`src/rtl/pc_fetch_unit.sv`:
```
// Program counter and instruction-fetch stage with an optional return-address stack.
// Define PC_RAS_EN to build the RAS, ret_en handling and the overflow/underflow flags.
module pc_fetch_unit #(
    parameter int ADDR_W    = 8,
    parameter int INS_W     = 20,
    parameter int RAS_DEPTH = 4
) (
    input  logic              clk,
    input  logic              reset,
    input  logic              stall,
    input  logic              flush,
    input  logic              jmp_en,
    input  logic [ADDR_W-1:0] jmp_loc,
    input  logic              call_en,
    input  logic              ret_en,
    input  logic [INS_W-1:0]  ins_in,
    output logic [ADDR_W-1:0] rom_addr,
    output logic [INS_W-1:0]  ins,
    output logic [ADDR_W-1:0] current_address,
    output logic              ins_valid,
    output logic              ras_ovf,
    output logic              ras_unf
);

    localparam logic [ADDR_W-1:0] PC_RESET = '1;

    logic [ADDR_W-1:0] pc_q;
    logic [ADDR_W-1:0] pc_inc;
    logic              valid_q;
    logic [INS_W-1:0]  ins_hold;
    logic [ADDR_W-1:0] ras_top;
    logic              do_ret;
    logic              take_jump;

    assign pc_inc    = pc_q + ADDR_W'(1);
    assign take_jump = call_en | jmp_en;

    always_comb begin
        rom_addr = pc_inc;
        if (!reset) begin
            rom_addr = '0;
        end else if (do_ret) begin
            rom_addr = ras_top;
        end else if (take_jump) begin
            rom_addr = jmp_loc;
        end else if (stall) begin
            rom_addr = pc_q;
        end
    end

    // pc_q keeps its reset value across the first valid cycle, so the word read
    // at address 0 during reset is presented tagged with 2^ADDR_W-1.
    always_ff @(posedge clk) begin
        if (!reset) begin
            pc_q     <= PC_RESET;
            valid_q  <= 1'b0;
            ins_hold <= '0;
        end else begin
            valid_q  <= 1'b1;
            ins_hold <= ins;
            if (valid_q) begin
                pc_q <= rom_addr;
            end
        end
    end

    always_comb begin
        ins = ins_in;
        if (!valid_q || flush) begin
            ins = '0;
        end else if (stall) begin
            ins = ins_hold;
        end
    end

    assign ins_valid       = valid_q & ~flush;
    assign current_address = pc_q;

`ifdef PC_RAS_EN
    localparam int PTR_W = $clog2(RAS_DEPTH);
    localparam int CNT_W = $clog2(RAS_DEPTH + 1);
    localparam logic [CNT_W-1:0] CNT_FULL = CNT_W'(RAS_DEPTH);

    logic [ADDR_W-1:0] ras_mem [RAS_DEPTH];
    logic [PTR_W-1:0]  sp_q;
    logic [PTR_W-1:0]  sp_dec;
    logic [CNT_W-1:0]  cnt_q;
    logic              ras_empty;
    logic              ras_full;
    logic              push;
    logic              pop;
    logic              ovf_q;
    logic              unf_q;

    // ret outranks call; a call under a ret has no push side effect.
    assign do_ret    = ret_en;
    assign push      = valid_q & call_en & ~ret_en;
    assign pop       = valid_q & ret_en;
    assign sp_dec    = sp_q - PTR_W'(1);
    assign ras_empty = (cnt_q == '0);
    assign ras_full  = (cnt_q == CNT_FULL);
    assign ras_top   = ras_empty ? '0 : ras_mem[sp_dec];

    // Circular buffer: when full, sp_q already points at the oldest entry.
    always_ff @(posedge clk) begin
        if (reset && push) begin
            ras_mem[sp_q] <= pc_inc;
        end
    end

    always_ff @(posedge clk) begin
        if (!reset) begin
            sp_q  <= '0;
            cnt_q <= '0;
            ovf_q <= 1'b0;
            unf_q <= 1'b0;
        end else if (push) begin
            sp_q <= sp_q + PTR_W'(1);
            if (ras_full) begin
                ovf_q <= 1'b1;
            end else begin
                cnt_q <= cnt_q + CNT_W'(1);
            end
        end else if (pop) begin
            if (ras_empty) begin
                unf_q <= 1'b1;
            end else begin
                sp_q  <= sp_dec;
                cnt_q <= cnt_q - CNT_W'(1);
            end
        end
    end

    assign ras_ovf = ovf_q;
    assign ras_unf = unf_q;
`else
    logic [RAS_DEPTH-1:0] unused_ras;

    assign do_ret     = 1'b0;
    assign ras_top    = '0;
    assign ras_ovf    = 1'b0;
    assign ras_unf    = 1'b0;
    assign unused_ras = {RAS_DEPTH{ret_en}};
`endif

endmodule

```
`config.mk`:
```
export PLATFORM = sky130hd
export DESIGN_NAME = pc_fetch_unit
export DESIGN_NICKNAME = d
export VERILOG_FILES = /design/src/rtl/pc_fetch_unit.sv
export SDC_FILE = /design/constraint.sdc
export NUM_CORES = 1
export LEC_CHECK = 0
export ABC_AREA = 1
export CELL_PAD_IN_SITES_DETAIL_PLACEMENT = 1
export CELL_PAD_IN_SITES_GLOBAL_PLACEMENT = 1
export CORE_MARGIN = 4
export CORE_UTILIZATION = 27
export DETAILED_ROUTE_END_ITERATION = 8
export MAX_ROUTING_LAYER = met4
export PLACE_DENSITY = 0.88
export SKIP_CTS_REPAIR_TIMING = 1
export SLEW_MARGIN = 20
export SYNTH_ARGS = -nofsm -noshare
export SYNTH_HDL_FRONTEND = slang
export SYNTH_SLANG_ARGS = --single-unit
```
`constraint.sdc`:
```
create_clock -name clk -period 1.5 [get_ports clk]
set_clock_uncertainty 0.1 [all_clocks]
set_input_delay 0.3 -clock clk [delete_from_list [all_inputs] [get_ports clk]]
set_output_delay 0.3 -clock clk [all_outputs]
set_load 0.02 [all_outputs]
```
### After elaboration in Yosys (flattened, before gate mapping)

Cells that the tools add are included.

* $add $sub $neg: 1
* multipliers: 0
* divide/modulo/power cells: 0
* magnitude comparators: 0
* eq/ne operators: 0
* shifts and indexed selects: 0
* mux-type cells: 6
* bitwise operators: 3
* reduce and logical (&&, ||, !) cells: 2

Operators with widths (count)
* two-way mux 20 bit: 2
* two-way mux 8 bit: 3
* adder 8 x 1 -> 8 bit, second input constant: 1
* bitwise AND 1 bit: 1
* zero test 1 bit: 1
* logical OR 1 bit: 1
* two-way mux 1 bit: 1
* inverter 1 bit: 1
* bitwise OR 1 bit: 1

* register bits after elaboration: 29
* bits in latches: 0
* memory bits (writable): 0
* memory bits (read-only): 0
* input bits: 35
* output and inout bits: 39
* word-level logic and storage cells: 15
* memories: 0

### Logic depth before layout (Yosys ltp)

* word-level depth: 4
* gate-level depth with buffers: 8
* mapped depth without buffers: 8

### Least setup slack after synthesis

Ideal clock, no wire load.

* path type: flip-flop to output port
* start: register pc_q[0], in the netlist current_address[0]
* end: output rom_addr[6]
* arrival time: 1411 ps
* data required time: 1100 ps
* path slack: -311 ps
* stages on the path, launching flop included: 8
* path buffers: 0
* cell sequence: dfxtp_1 -> ha_1 -> nand2_4 -> nor2_2 -> nand3_1 -> nand3_1 -> nand2_1 -> nor2_1

* cells in the longest elaborated chain, start to end: 4

RTL lines
* start, declared: RTL line 27 `logic [ADDR_W-1:0] pc_q;`
* start signal, assigned: RTL line 62 `pc_q <= rom_addr;`
* adder 8 x 1 -> 8 bit: RTL line 35 `assign pc_inc = pc_q + ADDR_W'(1);`
* two-way mux 8 bit: RTL line 46 `end else if (stall) begin`
* two-way mux 8 bit: RTL line 44 `end else if (take_jump) begin`
* two-way mux 8 bit: RTL line 40 `if (!reset) begin`
* end, declared: RTL line 17 `output logic [ADDR_W-1:0] rom_addr,`

Every way passes these cells.

### Worst setup path in the final report

* start: register pc_q[0], in the netlist current_address[0]
* end: output rom_addr[2]

The elaborated chain is that of the path after synthesis.

==> impl_metrics.ini <==
[synth]
ys_seq_elements = 29
synth.distinct_cells = 27
synth_area_um2 = 1550
synthFlopType = dfxtp_1
ys_async_sr_fraction_pct = 0
yosysWarnings = 0
synth-seq-area-share_pct = 37.4
synth_edf_count = 0
syn-instance-count = 223
syn_area_per_cell_um2 = 6.96

[sta]
finalMaxSlewViolations = 0
hold_slack_ns = 0.281
fmax_ghz = 0.516
hold_violations = 0
fin_ws_ns = -0.437
setup_viol = 28
finalCriticalPeriod_ns = 1.94
fin_crit_sh_pct = 129
rsz0062_at_grt = true

[global_route]
grt_use_total_pct = 19.3
overflow = 0
grt_max_degree = 24
antenna_found_initial = 0
grt_pass1_vias = 2272
grt_pass1_wl_mm = 10.9

[cells_and_area]
area_delta_synth_final_pct = 112
multiInputGateArea_um2 = 1210
seq_area_um2 = 597
insertedDiodeCount = 0
fin_area_um2 = 3290
nFillCells = 639
drive_gt1_share_pct = 50.4
nets = 381
utilization_pct = 59.5

[floorplan]
io_pins = 74
placementRows = 27
die_h_um = 83.8
die_area_um2 = 7020
die_w_um = 83.8
start_util_pct = 28.0
coreArea_um2 = 5540

[clocking]
clock-sinks = 29
clk_latency_ns = 0.28
cts_buffers = 5
clockBufferDepth = 2
h-tree-depth = 2
cts_tree = done
cts-root-buf = clkbuf_8
clk_pin_slew_ns = 0.06

[critical_path]
cp.required_ns = 1.10
critical_path_class = flip-flop to primary output
crit_arrival_ns = 1.54
reg2reg_depth = 9
crit_path_max_fanout = 3
cp-start-kind = flip-flop
end_kind = primary output

[status]
status = finished with violations
violations = negative setup slack

[detailed_routing]
wl_met3_um = 349
dr.pass1.iters = 4
highest_layer = met4
wl_met1_mm = 2.95
drt_iter0_drc = 37
drc = 0
vias_per_cell = 4.92
ant_nets = 0
via_count = 2052
wl_met2_mm = 4.04
routed_wl_mm = 7.45
wl_per_cell_um = 17.9

[placed_design]
portBuffers = 70
dpl_cell_area_um2 = 2960
dpl.hpwl_mm = 4.95
pre_cts_ws_ns = -1.05
gp_congestion = 0.848

[power_and_ir_drop]
p_leak_uw = 0.00146
swShare_pct = 33.4
p_int_uw = 1580
power.share.clock_pct = 27.7
p_per_area_nw_per_um2 = 722
switchingPower_uw = 795
seqPwrFrac_pct = 34.9
power.total_uw = 2380
ir_drop_uv = 457
combPwrFrac_pct = 37.4

[worst_hold_path]
hp-class = input port to flip-flop
holdPathStages = 2

[job]
max_cap_viol_count = 0
[power by group through the flow]
stage | clock network (uW) | registers (uW) | logic [uW]
after floorplan | 0 | 863 | 380
after global placement | 0 | 841 | 752
after detailed placement | 0 | 843 | 780
after CTS | 666 | 827 | 788
after global routing | 710 | 832 | 951
final | 659 | 830 | 890
[metal layers]
metal / vias up / global-route usage [%]
li1: 976 / -
met1: 994 / 21.5
met2: 74 / 35.6
met3: 8 / 3.85
met4: 0 / 3.80
met5: - / -
[sequential cells by signal (all words and copies together), names as in the netlist]
name / cells
valid_q: 1
current_address: 8
ins_hold: 20
[worst paths after layout]
path	startpoint	end	slack [ns]
hold / removal	reset	valid_q	0.28
setup / recovery	current_address[0]	rom_addr[2]	-0.44
setup reg to reg	current_address[0]	current_address[6]	0.06
hold reg to reg	current_address[2]	current_address[2]	0.47
[per-stage QoR]
stage	instances	TNS, ns
final	417	-7.00
after global routing	417	-8.75
after CTS	410	-29.97
after detailed placement	403	-34.94
after global placement	403	-33.87
after floorplan	224	-0.430
[cells by family (layout without fill, tap and decap cells)]
| logic type | Yosys count | count (layout) | synth area share, % |
|---|---|---|---|
| adder cells (fa/ha/maj) | 1 | 1 | 0.806 |
| buffers and inverters | 26 | 147 | 9.60 |
| flip-flops | 29 | 29 | 37.4 |
| AND/OR/NAND/NOR | 151 | 151 | 46.1 |
| other | 1 | 2 | 0.242 |
| AO/OA/AOI/OAI | 14 | 14 | 5.24 |
| XOR/XNOR | 1 | 1 | 0.565 |
[cell usage after synthesis (2+ instances only)]
library cell  count  area (um2)
nor4_2            2        25.0
a21oi_1           8        40.0
nor2_1           50         188
buf_6             3        33.8
and2_1            2        12.5
buf_4             5        37.5
o21bai_1          2        15.0
inv_4             2        12.5
nor4_1           18         113
dfxtp_1          29         581
o211ai_1          2        15.0
clkbuf_1          3        11.3
inv_1             8        30.0
or2_2             5        31.3
nand3_1          11        55.1
nand2_1          37         139
buf_2             4        20.0
nor2_2            3        18.8
nand2_4           2        22.5
nor3_1           20         100
[cell usage in the layout, fill, tap and decap left out, types with 3 or more instances in the layout]
cell type	instances
buf_4	55
nor2_1	40
nand2_1	28
clkdlybuf4s50_1	28
buf_6	28
dfxtp_1	22
nor3_4	20
nor4_1	17
dlymetal6s2s_1	10
nand2_2	9
nor2_2	8
a21oi_1	7
nor2_4	6
inv_1	6
nand3_1	6
clkbuf_8	6
nand3_2	5
or2_2	5
buf_12	5
dfxtp_2	4
inv_6	3
dfxtp_4	3
clkbuf_2	3
[layout make-up]
class	count	share of cell area, %
multi-input cells	169	36.7
clock buffers	7	2.62
well taps	72	2.73
inverters	11	1.90
repair buffers	129	37.9
flip-flops and latches	29	18.1
[critical path, stage by stage, from the launching register on]
cell and delay (ns):
dfxtp_4 0.37, ha_4 0.14, nand2_4 0.09, xor2_2 0.15, nand2_1 0.09, o21ai_1 0.10
nor2_2 0.16, buf_4 0.16
No activity file was read; power rests on OpenSTA's default activity.
